File: src/rtl/cpu_pkg.sv
// Shared definitions for the divider: one-hot op bit positions, FSM state encodings
// and the op decoder used to pick signed versus unsigned division.
package cpu_pkg;

    localparam int DIV_OP_DIVW  = 0;
    localparam int DIV_OP_DIVWU = 1;
    localparam int DIV_OP_MODW  = 2;
    localparam int DIV_OP_MODWU = 3;

    typedef enum logic [1:0] {
        DIV_IDLE = 2'd0,
        DIV_BUSY = 2'd1,
        DIV_DONE = 2'd2
    } div_state_e;

    // Only a clean one-hot div.w/mod.w is signed; malformed op vectors fall back to unsigned.
    function automatic logic div_op_signed(input logic [3:0] op);
        return (op == 4'(1 << DIV_OP_DIVW)) || (op == 4'(1 << DIV_OP_MODW));
    endfunction

endpackage

File: src/rtl/div_step.sv
// One restoring-division iteration: shift the next dividend bit into the partial
// remainder and keep the trial difference when it does not borrow.
module div_step #(
    parameter int WIDTH = 32
) (
    input  logic [WIDTH-1:0] rem,
    input  logic             dividend_msb,
    input  logic [WIDTH-1:0] divisor,
    output logic [WIDTH-1:0] next_rem,
    output logic             q_bit
);

    logic [WIDTH:0] shifted;

    // The shifted remainder needs WIDTH+1 bits; the kept difference always fits in WIDTH.
    always_comb begin
        shifted  = {rem, dividend_msb};
        q_bit    = (shifted >= {1'b0, divisor});
        next_rem = q_bit ? (shifted[WIDTH-1:0] - divisor) : shifted[WIDTH-1:0];
    end

endmodule

File: src/rtl/div_unit.sv
// Iterative restoring divider for DIV.W/DIV.WU/MOD.W/MOD.WU: one quotient bit per
// cycle on operand magnitudes, sign fix applied as the result is registered.
module div_unit
    import cpu_pkg::*;
#(
    parameter int WIDTH = 32
) (
    input  logic             clk,
    input  logic             resetn,
    input  logic             flush,
    input  logic             req_valid,
    output logic             req_ready,
    input  logic [3:0]       req_op,
    input  logic [WIDTH-1:0] src1,
    input  logic [WIDTH-1:0] src2,
    output logic             resp_valid,
    input  logic             resp_ready,
    output logic [WIDTH-1:0] quotient,
    output logic [WIDTH-1:0] remainder
);

    localparam int CNT_W = $clog2(WIDTH) + 1;

    div_state_e       state_q, state_d;
    logic [CNT_W-1:0] cnt_q;
    logic [WIDTH-1:0] rem_q, dvd_q, dvs_q;
    logic             q_neg_q, r_neg_q;
    logic [WIDTH-1:0] quotient_q, remainder_q;

    logic             accept, last_step, signed_op, q_bit;
    logic [WIDTH-1:0] next_rem;

    function automatic logic [WIDTH-1:0] cond_neg(input logic [WIDTH-1:0] x, input logic en);
        return en ? -x : x;
    endfunction

    function automatic logic [WIDTH-1:0] magnitude(input logic [WIDTH-1:0] x);
        return cond_neg(x, x[WIDTH-1]);
    endfunction

    div_step #(.WIDTH(WIDTH)) u_step (
        .rem          (rem_q),
        .dividend_msb (dvd_q[WIDTH-1]),
        .divisor      (dvs_q),
        .next_rem     (next_rem),
        .q_bit        (q_bit)
    );

    assign signed_op  = div_op_signed(req_op);
    assign resp_valid = (state_q == DIV_DONE);
    assign quotient   = quotient_q;
    assign remainder  = remainder_q;

    always_comb begin
        state_d   = state_q;
        req_ready = !flush && ((state_q == DIV_IDLE) || ((state_q == DIV_DONE) && resp_ready));
        accept    = req_valid && req_ready;
        last_step = (state_q == DIV_BUSY) && (cnt_q == CNT_W'(WIDTH - 1));
        case (state_q)
            DIV_IDLE: if (accept) state_d = DIV_BUSY;
            DIV_BUSY: if (last_step) state_d = DIV_DONE;
            DIV_DONE: if (resp_ready) state_d = accept ? DIV_BUSY : DIV_IDLE;
            default:  state_d = DIV_IDLE;
        endcase
        // Flush overrides everything, including a response handshake in the same cycle.
        if (flush) state_d = DIV_IDLE;
    end

    always_ff @(posedge clk or negedge resetn) begin
        if (!resetn) begin
            state_q     <= DIV_IDLE;
            cnt_q       <= '0;
            quotient_q  <= '0;
            remainder_q <= '0;
        end else begin
            state_q <= state_d;
            if (accept) begin
                cnt_q <= '0;
            end else if (state_q == DIV_BUSY) begin
                cnt_q <= cnt_q + CNT_W'(1);
            end
            if (last_step && !flush) begin
                quotient_q  <= cond_neg({dvd_q[WIDTH-2:0], q_bit}, q_neg_q);
                remainder_q <= cond_neg(next_rem, r_neg_q);
            end
        end
    end

    // Working registers are only meaningful while BUSY, so they carry no reset.
    always_ff @(posedge clk) begin
        if (accept) begin
            rem_q   <= '0;
            dvd_q   <= signed_op ? magnitude(src1) : src1;
            dvs_q   <= signed_op ? magnitude(src2) : src2;
            q_neg_q <= signed_op && (src1[WIDTH-1] ^ src2[WIDTH-1]);
            r_neg_q <= signed_op && src1[WIDTH-1];
        end else if (state_q == DIV_BUSY) begin
            rem_q <= next_rem;
            dvd_q <= {dvd_q[WIDTH-2:0], q_bit};
        end
    end

endmodule
File: config.mk
export PLATFORM = sky130hd
export DESIGN_NAME = div_unit
export DESIGN_NICKNAME = d
export VERILOG_FILES = /design/src/rtl/cpu_pkg.sv /design/src/rtl/div_step.sv /design/src/rtl/div_unit.sv
export SDC_FILE = /design/constraint.sdc
export NUM_CORES = 1
export LEC_CHECK = 0
export ABC_AREA = 1
export CORE_MARGIN = 1
export CORE_UTILIZATION = 58
export DETAILED_ROUTE_END_ITERATION = 6
export GPL_ROUTABILITY_DRIVEN = 0
export PLACE_DENSITY_LB_ADDON = 0.08
export SLEW_MARGIN = 15
export SYNTH_ARGS = -nofsm -noshare
export SYNTH_HDL_FRONTEND = slang
export SYNTH_SLANG_ARGS = --single-unit
export TNS_END_PERCENT = 100
File: constraint.sdc
create_clock -name clk -period 3.7 [get_ports clk]
set_input_delay 1.11 -clock clk [delete_from_list [all_inputs] [get_ports clk]]
set_output_delay 1.11 -clock clk [all_outputs]
set_load 0.01 [all_outputs]
==> results.md <==
* Switching Fraction at 0.495
* Asr flop ratio synth at 0.424
* Setup Slack @ Placement at -0.0712 ns
* EDFF count, synth at 66
* Area leader, netlist: nand2_1
* CP max stage cell: clkdlybuf4s50_1
* Slowest stage delay, CP at 0.57 ns
* P_int at 4.87 mW
* Initial antenna violation count at 0
* Most common cell in the netlist: nand2_1
* Peak supply drop at 452 uV
* Tmin final at ~3.5 ns
* Switching power at between 4 and 5 mW
* Hold buffers post-CTS at 0
* Share of power burned in registers at 0.269
* Post-synthesis sequential area ratio at 0.361
* CTS tree: done
* Reg2reg path depth at 22
* Die area at roughly 22000 sq um
* Final Total Pwr at 9.63 mW
* Worst hold path type: reg2reg
* DRC viols at 0
* Final Hold Viols at 0
* Vias in the first global route at 11300
* Synthesis-to-layout area growth at 19.2%
* Hold_ws at 0.481 ns
* DR iter-0 viols at 1126
* Share of layout cells above drive strength 1 at 0.0754
* DR WL/cell at 16.0 microns
* DRT Pass-1 Iters at 6
* GRT overflow at 0
* Post-Synthesis Cells at 1769
* Worst reg2reg path startpoint: dvs_q[4]$_DFFE_PP_
* Worst-path fanout max at 2
* Top cells by area, synth: nand2_1 (16%), edfxtp_1 (16%), dfrtp_1 (15%)
* Most frequent CP cell: clkdlybuf4s50_1
* DP HPWL at ~28000 microns
* Maxcap violations at 0
* Register-to-register setup slack at approximately 0.26 ns
* Largest net degree at the start of global routing at 73
* Leakage Power at 7.07 nW
* Die width at 147 microns
* Worst Path Required at 2.59 ns
* CTS HTree Levels at 4
* Num CTS Buffers at 17
* Pwr dens at 659 nW/um^2
* Longest Clk Path Bufs at 2
* Total GRT Usage at 0.333
* Most used DFF post-synth: dfrtp_1
* Setup bufs post-CTS at 0
* CP delay by family, top: buffers and inverters
* TNS Setup at 0 ns
* Period utilization at 0.946
* Final net count at 2020
* Inserted Diodes at 0
* CP Capture Type: output port
* Combinational fraction of design power at 0.545
* Port-buffer cells at 138
* Final Slew Violations at 0
* Post-layout instance area at 14600 sq um
* Buf/Inv on CP at 2
* Seq cells post-synth at 170
* Hold Path Sink: remainder[24]$_DFFE_PN0P_
* Post-Route Skew at ~0.016 ns
* Clock slew at reported path FFs at 0.08 ns
* Dpl cell area at approximately 14000 sq um
* Synth top area share at 0.163
* Worst setup margin at 0.201 ns
* Core Box Area at around 20000 sq um
* YS warnings at 0
* Vias per std cell at 5.47
* Worst Hold Depth at 2
* Routed Antenna Nets at 0
* Dpl cells at roughly 2200
* First-pass GRT wire length at 56600 microns
* Outcome: completed
* RSZ-0062 raised after global routing: no
* Clock power share at 0.186
* Root buffer cell: clkbuf_16
* Synthesized Nets at 1880
* CTS Sinks at 170
* Rel. slew slack at 0.356
* Via count at 12000
* Total detailed-routing wirelength at 35000 microns
* Worst r2r dst: remainder[29]$_DFFE_PN0P_
* Post-CTS Resized at 0
* Row count at 52
* Number of fill cells at 1783
* Synthesized area at 12300 sq um
* Startpoint class of the critical path: input port
* Worst-margin pin slew at between 0.9 and 1 ns
* Post-Layout Cell Count at roughly 2200
* Die span in y at ~150 microns
* Post-Route Utilization at 0.713
* Min-delay src: remainder[24]$_DFFE_PN0P_
* Fmax at 286 MHz
* Setup Viol. Count Final at 0
* Distinct cells, synth at 48
* Initial Util at 0.598
* Critical path type: in2out
* Commonest cells post-synth: nand2_1 (532), inv_1 (245), nor2_1 (157)
* Avg Cell Area, Syn at around 6.9 sq um
* Crit-path cells: clkdlybuf4s50_1 -> nor2_1 -> nor3_2 -> clkdlybuf4s50_1
* IO Pins at 139
* Clock Latency Late Sink at 0.44 ns
* CP arrival at 2.39 ns
flip-flops by register name (all words and copies together), names as in the netlist:
name,count
cnt_q,6
dvd_q,32
dvs_q,32
q_neg_q,1
quotient,32
r_neg_q,1
rem_q,32
remainder,32
state_q,2
worst min-delay path, stage by stage (launching register included):
cell and delay, ns:
dfrtp_1 0.34, nand2_1 0.06, nand2_1 0.05
final cells by class:
class	instances	area (sq um)	share of cell area
clock inverters	15	175	0.0120
flip-flops and latches	170	4420	0.303
multi-input cells	1295	6660	0.456
well taps	270	338	0.0231
inverters	259	972	0.0665
repair buffers	166	1620	0.111
clock buffers	17	425	0.0291
worst max-delay path by stage:
| stage | start | to | depth (start not counted) |
|---|---|---|---|
| 2_1_floorplan | flush | dvd_q[0]$_DFFE_PP_ | 4 |
| 3_3_place_gp | src2[0] | dvs_q[22]$_DFFE_PP_ | 17 |
| 3_5_place_dp | src1[1] | dvd_q[27]$_DFFE_PP_ | 12 |
| 4_1_cts | resp_ready | req_ready | 4 |
| 5_1_grt | dvs_q[4]$_DFFE_PP_ | remainder[30]$_DFFE_PN0P_ | 23 |
| 6_report | resp_ready | req_ready | 4 |
layout by cell type, fill, tap and decap left out, drive strengths merged, types with 3 or more instances in the layout:
cell           synthesis  routed
ha                    37      37
clkdlybuf4s50          0     137
clkinv                 1       8
nor4                  13      13
a21oi                 41      41
nand2                558     558
o22ai                 10      10
o211ai                 3       3
nand4                 18      18
inv                  258     266
nor3                  33      33
xor2                  83      83
xnor2                 25      25
dfrtp                 72      72
o21ai                146     146
nor2                 175     175
o21bai                 8       8
buf                   11      29
a31oi                  6       6
edfxtp                66      66
dfxtp                 32      32
o31ai                  6       6
clkbuf                34      17
nand3                119     119
nand3b                 3       3
metal layers:
| metal | vias up | GRT usage | share of wire |
|---|---|---|---|
| li1 | 5934 | - | - |
| met1 | 5470 | 0.437 | 0.42 |
| met2 | 510 | 0.550 | 0.48 |
| met3 | 86 | 0.0448 | 0.065 |
| met4 | 0 | 0.150 | 0.038 |
| met5 | - | 0 | 0 |
power groups by stage:
stage | sequential (mW) | clock (mW) | combinational, mW
final | 2.59 | 1.79 | 5.25
after global routing | 2.61 | 1.88 | 5.88
after CTS | 2.57 | 1.81 | 5.15
after detailed placement | 2.61 | 0 | 5.10
after global placement | 2.60 | 0 | 5.01
after floorplan | 2.47 | 0 | 3.91
cells by family (layout without fill, tap and decap cells):
family / Yosys count / after routing / share of synthesized area
adder cells (fa/ha/maj): 38 / 38 / 0.0394
AND/OR/NAND/NOR: 922 / 922 / 0.321
buffers and inverters: 304 / 457 / 0.0981
XOR/XNOR: 108 / 108 / 0.0771
flip-flops: 170 / 170 / 0.361
AO/OA/AOI/OAI: 227 / 227 / 0.103
Power figures use the tool's default switching activity.
